==> src/rtl/dac_stream_channel.sv <==
// DAC channel datapath: raw/live/stream source mux, stream FIFO + lane unpacker,
// gain/offset/clamp pipeline and optional window statistics (DAC_STREAM_CHANNEL_STATS_EN).
module dac_stream_channel #(
  parameter int WIDTH      = 8,
  parameter int NUM_SRC    = 6,
  parameter int FIFO_DEPTH = 16,
  parameter int GAIN_W     = 16,
  parameter int GAIN_RADIX = 8,
  localparam int SEL_W     = $clog2(NUM_SRC + 2)
) (
  input  logic                     clk,
  input  logic                     reset,
  input  logic [SEL_W-1:0]         sel,
  input  logic [WIDTH-1:0]         raw,
  input  logic [NUM_SRC*WIDTH-1:0] src_data,
  input  logic                     sample_en,
  input  logic [31:0]              s_data,
  input  logic                     s_valid,
  output logic                     s_ready,
  input  logic [GAIN_W-1:0]        gain,
  input  logic [WIDTH-1:0]         offset,
  output logic [WIDTH-1:0]         dac_out,
  output logic                     dac_valid,
  output logic [15:0]              underrun_cnt,
  input  logic                     stat_clear,
  input  logic [31:0]              stat_window,
  output logic [WIDTH-1:0]         stat_min,
  output logic [WIDTH-1:0]         stat_max,
  output logic                     stat_done
);

  localparam int LANES  = 32 / WIDTH;
  localparam int LANE_W = (LANES > 1) ? $clog2(LANES) : 1;
  localparam int PTR_W  = $clog2(FIFO_DEPTH);
  localparam int PW     = WIDTH + GAIN_W;

  localparam logic signed [WIDTH-1:0] FS_MAX = {1'b0, {(WIDTH-1){1'b1}}};
  localparam logic signed [WIDTH-1:0] FS_MIN = {1'b1, {(WIDTH-1){1'b0}}};
  localparam logic signed [PW:0]      SAT_HI = (PW+1)'(FS_MAX);
  localparam logic signed [PW:0]      SAT_LO = (PW+1)'(FS_MIN);
  localparam logic [SEL_W-1:0]        STRM_CODE = SEL_W'(NUM_SRC + 1);

  function automatic logic signed [WIDTH-1:0] sat(input logic signed [PW:0] v);
    if (v > SAT_HI)      sat = SAT_HI[WIDTH-1:0];
    else if (v < SAT_LO) sat = SAT_LO[WIDTH-1:0];
    else                 sat = v[WIDTH-1:0];
  endfunction

  // Stream FIFO; s_ready is forced low while reset is held.
  logic [31:0]      mem_q [FIFO_DEPTH];
  logic [PTR_W-1:0] wr_ptr_q, rd_ptr_q;
  logic [PTR_W:0]   fcnt_q;
  logic             full, empty, wr_en, rd_en;
  logic [31:0]      head;

  assign full    = (fcnt_q == (PTR_W+1)'(FIFO_DEPTH));
  assign empty   = (fcnt_q == '0);
  assign wr_en   = s_valid & ~full;
  assign s_ready = ~full & ~reset;
  assign head    = mem_q[rd_ptr_q];

  always_ff @(posedge clk) begin
    if (wr_en) mem_q[wr_ptr_q] <= s_data;
  end

  always_ff @(posedge clk or posedge reset) begin
    if (reset) begin
      wr_ptr_q <= '0;
      rd_ptr_q <= '0;
      fcnt_q   <= '0;
    end else begin
      if (wr_en) wr_ptr_q <= wr_ptr_q + PTR_W'(1);
      if (rd_en) rd_ptr_q <= rd_ptr_q + PTR_W'(1);
      case ({wr_en, rd_en})
        2'b10:   fcnt_q <= fcnt_q + (PTR_W+1)'(1);
        2'b01:   fcnt_q <= fcnt_q - (PTR_W+1)'(1);
        default: fcnt_q <= fcnt_q;
      endcase
    end
  end

  // Unpacker: an empty unpacker serves lane 0 straight from the FIFO head.
  logic              have_q, have_d;
  logic [LANE_W-1:0] lane_q, lane_d, cur_lane;
  logic [31:0]       word_q, word_d, cur_word, word_sh;
  logic [WIDTH-1:0]  strm_q, strm_d, lane_val, strm_val;
  logic [15:0]       under_q, under_d;
  logic              cons, avail, last;

  assign cons     = sample_en & (sel == STRM_CODE);
  assign avail    = have_q | ~empty;
  assign last     = (lane_q == LANE_W'(LANES - 1));
  assign cur_lane = have_q ? lane_q : '0;
  assign cur_word = have_q ? word_q : head;
  assign word_sh  = cur_word >> (32'(cur_lane) * WIDTH);
  assign lane_val = word_sh[WIDTH-1:0];
  assign strm_val = avail ? lane_val : strm_q;

  always_comb begin
    have_d  = have_q;
    lane_d  = lane_q;
    word_d  = word_q;
    strm_d  = strm_q;
    under_d = under_q;
    rd_en   = 1'b0;
    if (cons) begin
      if (avail)                     strm_d  = lane_val;
      else if (under_q != 16'hFFFF)  under_d = under_q + 16'd1;
      if (have_q) begin
        if (last) begin
          if (!empty) begin
            rd_en  = 1'b1;
            word_d = head;
            lane_d = '0;
            have_d = 1'b1;
          end else begin
            have_d = 1'b0;
          end
        end else begin
          lane_d = lane_q + LANE_W'(1);
        end
      end else if (!empty) begin
        rd_en  = 1'b1;
        word_d = head;
        if (LANES == 1) begin
          have_d = 1'b0;
        end else begin
          have_d = 1'b1;
          lane_d = LANE_W'(1);
        end
      end
    end
  end

  always_ff @(posedge clk or posedge reset) begin
    if (reset) begin
      have_q  <= 1'b0;
      lane_q  <= '0;
      strm_q  <= '0;
      under_q <= '0;
    end else begin
      have_q  <= have_d;
      lane_q  <= lane_d;
      strm_q  <= strm_d;
      under_q <= under_d;
    end
  end

  always_ff @(posedge clk) begin
    word_q <= word_d;
  end

  assign underrun_cnt = under_q;

  logic [WIDTH-1:0] mux_val;

  always_comb begin
    mux_val = '0;
    if (sel == '0) mux_val = raw;
    for (int k = 0; k < NUM_SRC; k++) begin
      if (sel == SEL_W'(k + 1)) mux_val = src_data[k*WIDTH +: WIDTH];
    end
    if (sel == STRM_CODE) mux_val = strm_val;
  end

  logic                     vld_p1_q, vld_p2_q, dac_valid_q;
  logic signed [WIDTH-1:0]  m_p1_q;
  logic signed [PW:0]       sum_p2_q;
  logic signed [WIDTH-1:0]  dac_out_q;
  logic signed [GAIN_W-1:0] gain_s;
  logic signed [WIDTH-1:0]  off_s;
  logic signed [PW-1:0]     prod_p1, shr_p1;
  logic signed [PW:0]       sum_p1;

  assign gain_s  = gain;
  assign off_s   = offset;
  assign prod_p1 = PW'(m_p1_q) * PW'(gain_s);
  assign shr_p1  = prod_p1 >>> GAIN_RADIX;
  assign sum_p1  = (PW+1)'(shr_p1) + (PW+1)'(off_s);

  always_ff @(posedge clk or posedge reset) begin
    if (reset) begin
      vld_p1_q    <= 1'b0;
      vld_p2_q    <= 1'b0;
      dac_valid_q <= 1'b0;
      dac_out_q   <= '0;
    end else begin
      vld_p1_q    <= sample_en;
      vld_p2_q    <= vld_p1_q;
      dac_valid_q <= vld_p2_q;
      if (vld_p2_q) dac_out_q <= sat(sum_p2_q);
    end
  end

  always_ff @(posedge clk) begin
    // stage 1: capture selected sample
    if (sample_en) m_p1_q <= mux_val;
    // stage 2: scaled product plus offset
    sum_p2_q <= sum_p1;
  end

  assign dac_out   = dac_out_q;
  assign dac_valid = dac_valid_q;

`ifdef DAC_STREAM_CHANNEL_STATS_EN
  logic [31:0]             st_cnt_q, st_cnt_nx;
  logic signed [WIDTH-1:0] run_min_q, run_max_q, run_min_nx, run_max_nx;
  logic signed [WIDTH-1:0] st_min_q, st_max_q;
  logic                    st_done_q;

  assign st_cnt_nx  = st_cnt_q + 32'd1;
  assign run_min_nx = (dac_out_q < run_min_q) ? dac_out_q : run_min_q;
  assign run_max_nx = (dac_out_q > run_max_q) ? dac_out_q : run_max_q;

  // A window shrunk below the running count closes on the next sample.
  always_ff @(posedge clk or posedge reset) begin
    if (reset) begin
      st_cnt_q  <= '0;
      run_min_q <= FS_MAX;
      run_max_q <= FS_MIN;
      st_min_q  <= '0;
      st_max_q  <= '0;
      st_done_q <= 1'b0;
    end else begin
      st_done_q <= 1'b0;
      if (stat_clear) begin
        st_cnt_q  <= '0;
        run_min_q <= FS_MAX;
        run_max_q <= FS_MIN;
      end else if (dac_valid_q && stat_window != '0) begin
        if (st_cnt_nx >= stat_window) begin
          st_min_q  <= run_min_nx;
          st_max_q  <= run_max_nx;
          st_done_q <= 1'b1;
          st_cnt_q  <= '0;
          run_min_q <= FS_MAX;
          run_max_q <= FS_MIN;
        end else begin
          st_cnt_q  <= st_cnt_nx;
          run_min_q <= run_min_nx;
          run_max_q <= run_max_nx;
        end
      end
    end
  end

  assign stat_min  = st_min_q;
  assign stat_max  = st_max_q;
  assign stat_done = st_done_q;
`else
  logic stat_unused;
  assign stat_unused = ^{stat_clear, stat_window};
  assign stat_min    = '0;
  assign stat_max    = '0;
  assign stat_done   = 1'b0;
`endif

endmodule

==> config.mk <==
export PLATFORM = sky130hd
export DESIGN_NAME = dac_stream_channel
export DESIGN_NICKNAME = d
export VERILOG_FILES = /design/src/rtl/dac_stream_channel.sv
export SDC_FILE = /design/constraint.sdc
export NUM_CORES = 1
export LEC_CHECK = 0
export ABC_AREA = 1
export CORE_MARGIN = 4
export CORE_UTILIZATION = 58
export CTS_CLUSTER_SIZE = 30
export DETAILED_ROUTE_END_ITERATION = 6
export GPL_ROUTABILITY_DRIVEN = 0
export GPL_TIMING_DRIVEN = 0
export PLACE_DENSITY = 0.78
export RECOVER_POWER = 25
export SLEW_MARGIN = 30
export SYNTH_ARGS = -nofsm -noshare
export SYNTH_HDL_FRONTEND = slang
export SYNTH_SLANG_ARGS = --single-unit
export TNS_END_PERCENT = 100
==> constraint.sdc <==
create_clock -name clk -period 7.1 [get_ports clk]
set_input_delay 1.775 -clock clk [delete_from_list [all_inputs] [get_ports clk]]
set_output_delay 1.775 -clock clk [all_outputs]
set_load 0.02 [all_outputs]
=== Word level (Yosys, flattened, before mapping) ===
Memory sizes are Yosys's and may differ from the RTL's.
Cells that the tools add are included.

* Add/subtract/negate cells: 7
* Multipliers: 1
* Div/mod/pow operators: 0
* Order comparisons: 2
* Equality and inequality tests: 15
* Shift-type cells: 1
* Multiplexer cells: 29
* Bitwise operators: 8
* Reductions and logical operators: 6

{| class="wikitable"
|+ Operators with widths
! operator !! number
|-
| 32-bit two-way mux || 4
|-
| 8-bit two-way mux || 11
|-
| 32-bit by 5-bit >> shifter with 8-bit output || 1
|-
| 8-bit by 16-bit multiplier with 24-bit output || 1
|-
| 16-bit by 8-bit adder with 17-bit output || 1
|-
| 17-bit by 8-bit greater-than comparator with 1-bit output, second input constant || 1
|-
| 17-bit by 8-bit < comparator with 1-bit output, second input constant || 1
|-
| 16-bit by 1-bit adder with 16-bit output, second input constant || 1
|-
| 16-bit != test, second input constant || 1
|-
| 3-bit equality test, second input constant || 4
|-
| 2-bit two-way mux || 5
|-
| 5-bit one-hot mux with 2 select lines || 1
|-
| 4-bit by 1-bit adder with 4-bit output, second input constant || 2
|-
| 1-bit two-way mux || 8
|-
| 3-bit by 2-bit equality test with 1-bit output, second input constant || 2
|-
| 3-bit AND reduction || 2
|-
| 5-bit by 1-bit adder with 5-bit output, second input constant || 1
|-
| 5-bit equality test, second input constant || 1
|-
| 5-bit zero test || 1
|-
| 5-bit by 1-bit subtractor with 5-bit output, second input constant || 1
|-
| 2-bit equality test, second input constant || 2
|-
| 2-bit by 1-bit != test with 1-bit output, second input constant || 2
|-
| 1-bit inverter || 4
|-
| 1-bit bitwise AND || 3
|-
| other kinds (8) || 8
|}

* Register bits: 108
* Bits in latches: 0
* Bits in writable memories: 512
* Memory bits (read-only): 0
* Input port bits: 152
* Output and inout bits: 43
* Word-level logic and storage cells: 84
* Memories: 1

{| class="wikitable"
|+ Memories
! name !! words !! width !! rd ports !! clocked after Yosys merged registers in !! write ports !! RTL line !! text
|-
| mem_q || 16 || 32 || 1 || 0 || 1 || 50 || <nowiki>logic [31:0] mem_q [FIFO_DEPTH];</nowiki>
|}

=== Logic depth before layout (Yosys ltp) ===
* Depth after elaboration: 9
* Gate-level depth with buffers: 33
* Mapped depth without buffers: 31

=== Worst setup path after synthesis ===
No wires, ideal clock.

* Kind: input -> register
* Start: input port gain[4]
* End: register sum_p2_q[10]
* Setup time: 0.072 ns
* Arrival: 6.389 ns
* Slack: 0.639 ns
* Cell stages on the path: 23
* Path through: clkbuf_1 -> nand2_1 -> inv_1 -> fa_1 -> fa_1 -> fa_1 -> inv_1 -> fa_1 -> inv_1 -> ha_1 -> a21o_1 -> a21oi_1 -> nand2_1 -> a21oi_1 -> o21ai_0 -> nand2_1 -> nand2_1 -> ha_1 -> a21oi_1 -> a21boi_0 -> o21ai_0 -> a21oi_1 -> xnor2_1

* Cells in the longest elaborated chain, start to end: 2

{| class="wikitable"
|+ Ends and longest elaborated chain
! element !! RTL line !! text
|-
| start: declaration || 20 || <nowiki>input logic [GAIN_W-1:0] gain,</nowiki>
|-
| 8-bit by 16-bit multiplier with 24-bit output || 177 || <nowiki>assign prod_p1 = PW'(m_p1_q) * PW'(gain_s);</nowiki>
|-
| 16-bit by 8-bit adder with 17-bit output || 179 || <nowiki>assign sum_p1 = (PW+1)'(shr_p1) + (PW+1)'(off_s);</nowiki>
|-
| named net sum_p1[10] || 173 || <nowiki>logic signed [PW:0] sum_p1;</nowiki>
|-
| end signal: assignment || 199 || <nowiki>sum_p2_q <= sum_p1;</nowiki>
|-
| end: declaration || 168 || <nowiki>logic signed [PW:0] sum_p2_q;</nowiki>
|}

The timed path passes the listed nets, and every way through them passes these cells.
A chain may end at the register's enable or synchronous reset.

=== Worst setup path after layout ===
* Start: input port gain[1]
* End: register sum_p2_q[10]

Same word-level chain as after synthesis.

==> out/metrics.yaml <==
die:
  die-area_um2: 56500
  pin_count: 195
  initial_core_util: 0.591
  core-area_um2: 51700
  num_rows: 83
  fp.dieW_um: 238
  dieHeight_um: 238
detailed_routing:
  wire_per_inst_um: 23.1
  post_drt_via_cell_ratio: 6.12
  route.vias.total: 23200
  drt_first_pass_iters: 7
  drc: 5
  drt-initial-drc-count: 3511
  totalWireLength_mm: 87.6
  drtAntennaViolNets: 0
clocking:
  clk_latency_ns: 0.65
  htree_levels: 2
  cts_resized: 0
  cts_setup_buffers: 0
  max-clock-path-buffers: 3
  ctsHoldBuffers: 0
  clk_pin_slew_worst_paths_ns: 0.06
  cts_root_buf: "clkbuf_16"
  cts_tree: "built"
  numCtsBuffers: 59
  cts_sinks: 620
final_layout:
  syn_to_final_growth_pct: 16.8
  layout-drive-gt1-share: 0.0729
  final_net_count: 3390
  final_common_cell: "edfxtp_1"
  layout_common_cells: "edfxtp_1 (552), nand2_1 (425), nor2_1 (348)"
  finalCoreUtilization: 0.691
timing:
  hold_violations: 0
  fin_worst_skew_ns: 0.0329
  fin_ws_ns: 0.356
  drv_slew: 0
  timing.slew.headroom: 0.304
  timing.hold.ws_ns: 0.351
  tightest_slew_ns: 1.04
  period_share: 0.950
  period_minus_slack_ns: 6.74
  timing.fmax_mhz: 148
  grt_setup_unrepaired: "no"
  setup_violations: 0
setup_path:
  cp.required_ns: 7.62
  critPathKind: "in2reg"
  critPathMaxFanout: 7
  cp-end-kind: "flop"
  crit_arrival_ns: 7.27
  critPathLaunchType: "input pin"
  r2r_setup_slack_ns: 0.80
synthesis:
  async_flop_share: 0.0823
  synth_area_per_cell_um2: 10.8
  synth_seq_cells: 620
  yosysTopAreaCellShare: 0.542
  synth_cell_type_count: 44
  synthFlopType: "edfxtp_1"
  synth_edf_count: 552
  yosys_warnings: 0
  seq_area_frac_synth: 0.595
  synth_area_um2: 30600
  syn_inst: 2825
  synth_top_area_cell: "edfxtp_1"
  yosys-top-cells-area: "edfxtp_1 (54%), fa_1 (6.7%), nand2_1 (5.2%)"
place:
  dp_hpwl_mm: 61.0
  portBuffers: 129
  place_ws_ns: -0.253
run_status:
  outcome: "finished, violations left"
  violations: "design-rule violations"
grt:
  grtUsageTotal: 0.304
  grt.overflow.total: 0
  grt_max_degree: 44
  grt_first_pass_wirelength_mm: 132
  antenna_found_initial: 3
  grt_pass1_vias: 23400
min_path:
  hp-class: "reg2reg"
power_and_ir_drop:
  peakVddDrop_v: 0.000425
  p_leak_nw: 14.2
  powerDensity_nw_per_um2: 460
  p_total_mw: 16.4
flow_run:
  max_cap_viol_count: 0
==> power by group <==
part / total (mW) / switching (mW) / internal [mW]
clock: 3.15 / 1.38 / 1.76
sequential: 4.73 / 0.161 / 4.57
combinational: 8.54 / 5.70 / 2.84
total: 16.4 / 7.24 / 9.17
==> cell families (layout without fill, tap and decap cells) <==
family | count (synthesis) | after routing | synth area share
buffers and inverters | 502 | 776 | 0.0672
adders and majority gates | 174 | 174 | 0.0965
AOI/OAI and AO/OA | 507 | 507 | 0.0987
and+or+nand+nor | 972 | 972 | 0.129
DFF | 620 | 620 | 0.595
other | 1 | 18 | 0.000123
xor gates and xnor gates | 49 | 49 | 0.0140
==> layout make-up <==
class                           count  area (um^2)
Antenna cell                        1         2.50
Buffer                            160          769
Clock buffer                       75         1580
Clock inverter                     37          338
Fill cell                        3581        16000
Inverter                          342         1290
Multi-Input combinational cell   1719        10500
Sequential cell                   620        18200
Tap cell                          680          851
Timing Repair Buffer              162         2170
==> worst paths after layout <==
kind / cells after the start / end / from
worst max register to register: 25 / sum_p2_q[10]$_DFF_P_ / m_p1_q[3]$_DFFE_PP_
worst min register to register: 0 / vld_p2_q$_DFF_PP0_ / vld_p1_q$_DFF_PP0_
worst min-delay path: 0 / vld_p2_q$_DFF_PP0_ / vld_p1_q$_DFF_PP0_
max in group asynchronous: 3 / strm_q[2]$_DFFE_PP0P_ / reset
min in group asynchronous: 2 / underrun_cnt[6]$_DFFE_PP0P_ / reset
worst max-delay path: 23 / sum_p2_q[10]$_DFF_P_ / gain[1]
==> worst max-delay path, stage by stage <==
cell and delay, ns:
clkdlybuf4s50_1 0.66, nor2_1 0.12, fa_1 0.53, fa_1 0.43
fa_1 0.49, inv_1 0.05, fa_1 0.49, inv_1 0.06
ha_1 0.34, nand2_1 0.15, inv_1 0.05, a21oi_1 0.13
nand2_1 0.13, a21oi_2 0.24, o21ai_0 0.13, nand2_1 0.08
nand2_1 0.06, ha_1 0.33, a21oi_1 0.17, a21boi_0 0.31
o21ai_0 0.20, a21oi_1 0.19, xnor2_1 0.15
==> layer usage <==
layer  wire [um]  track usage  vias to the layer above
li1            -            -                    10100
met1       30200        0.385                    11000
met2       41700        0.503                     1750
met3       11500       0.0761                      332
met4        4180        0.133                        4
met5          20            0                        -
==> registers in the layout, indices dropped and copies added (netlist names) <==
signal	count
dac_out	8
have_q	1
wr_ptr_q	4
dac_valid	1
strm_q	8
lane_q	2
m_p1_q	8
vld_p2_q	1
sum_p2_q	17
fcnt_q	5
rd_ptr_q	4
vld_p1_q	1
mem_q	512
underrun_cnt	16
word_q	32
==> Yosys cell counts (13+ instances only) <==
master and n:
a21oi_1 62, buf_2 30, buf_4 32, clkbuf_1 89, dfrtp_1 51, dfxtp_1 17
edfxtp_1 552, fa_1 103, ha_1 71, inv_1 333, nand2_1 425, nand3_1 136
nand4_1 13, nor2_1 364, nor3_1 14, o211ai_1 36, o21ai_0 275, o221ai_1 79
o22ai_1 17, xnor2_1 15, xor2_1 34
==> through the flow <==
step                      cells  setup TNS (ns)  area, um^2
final                      3796               0       35700
after global routing       3796               0       35700
after CTS                  3795               0       35700
after detailed placement   3683           -1.46       33800
after global placement     3650          -0.797       32800
after floorplan            2841               0       30600
(Power assumes the default switching activity.)
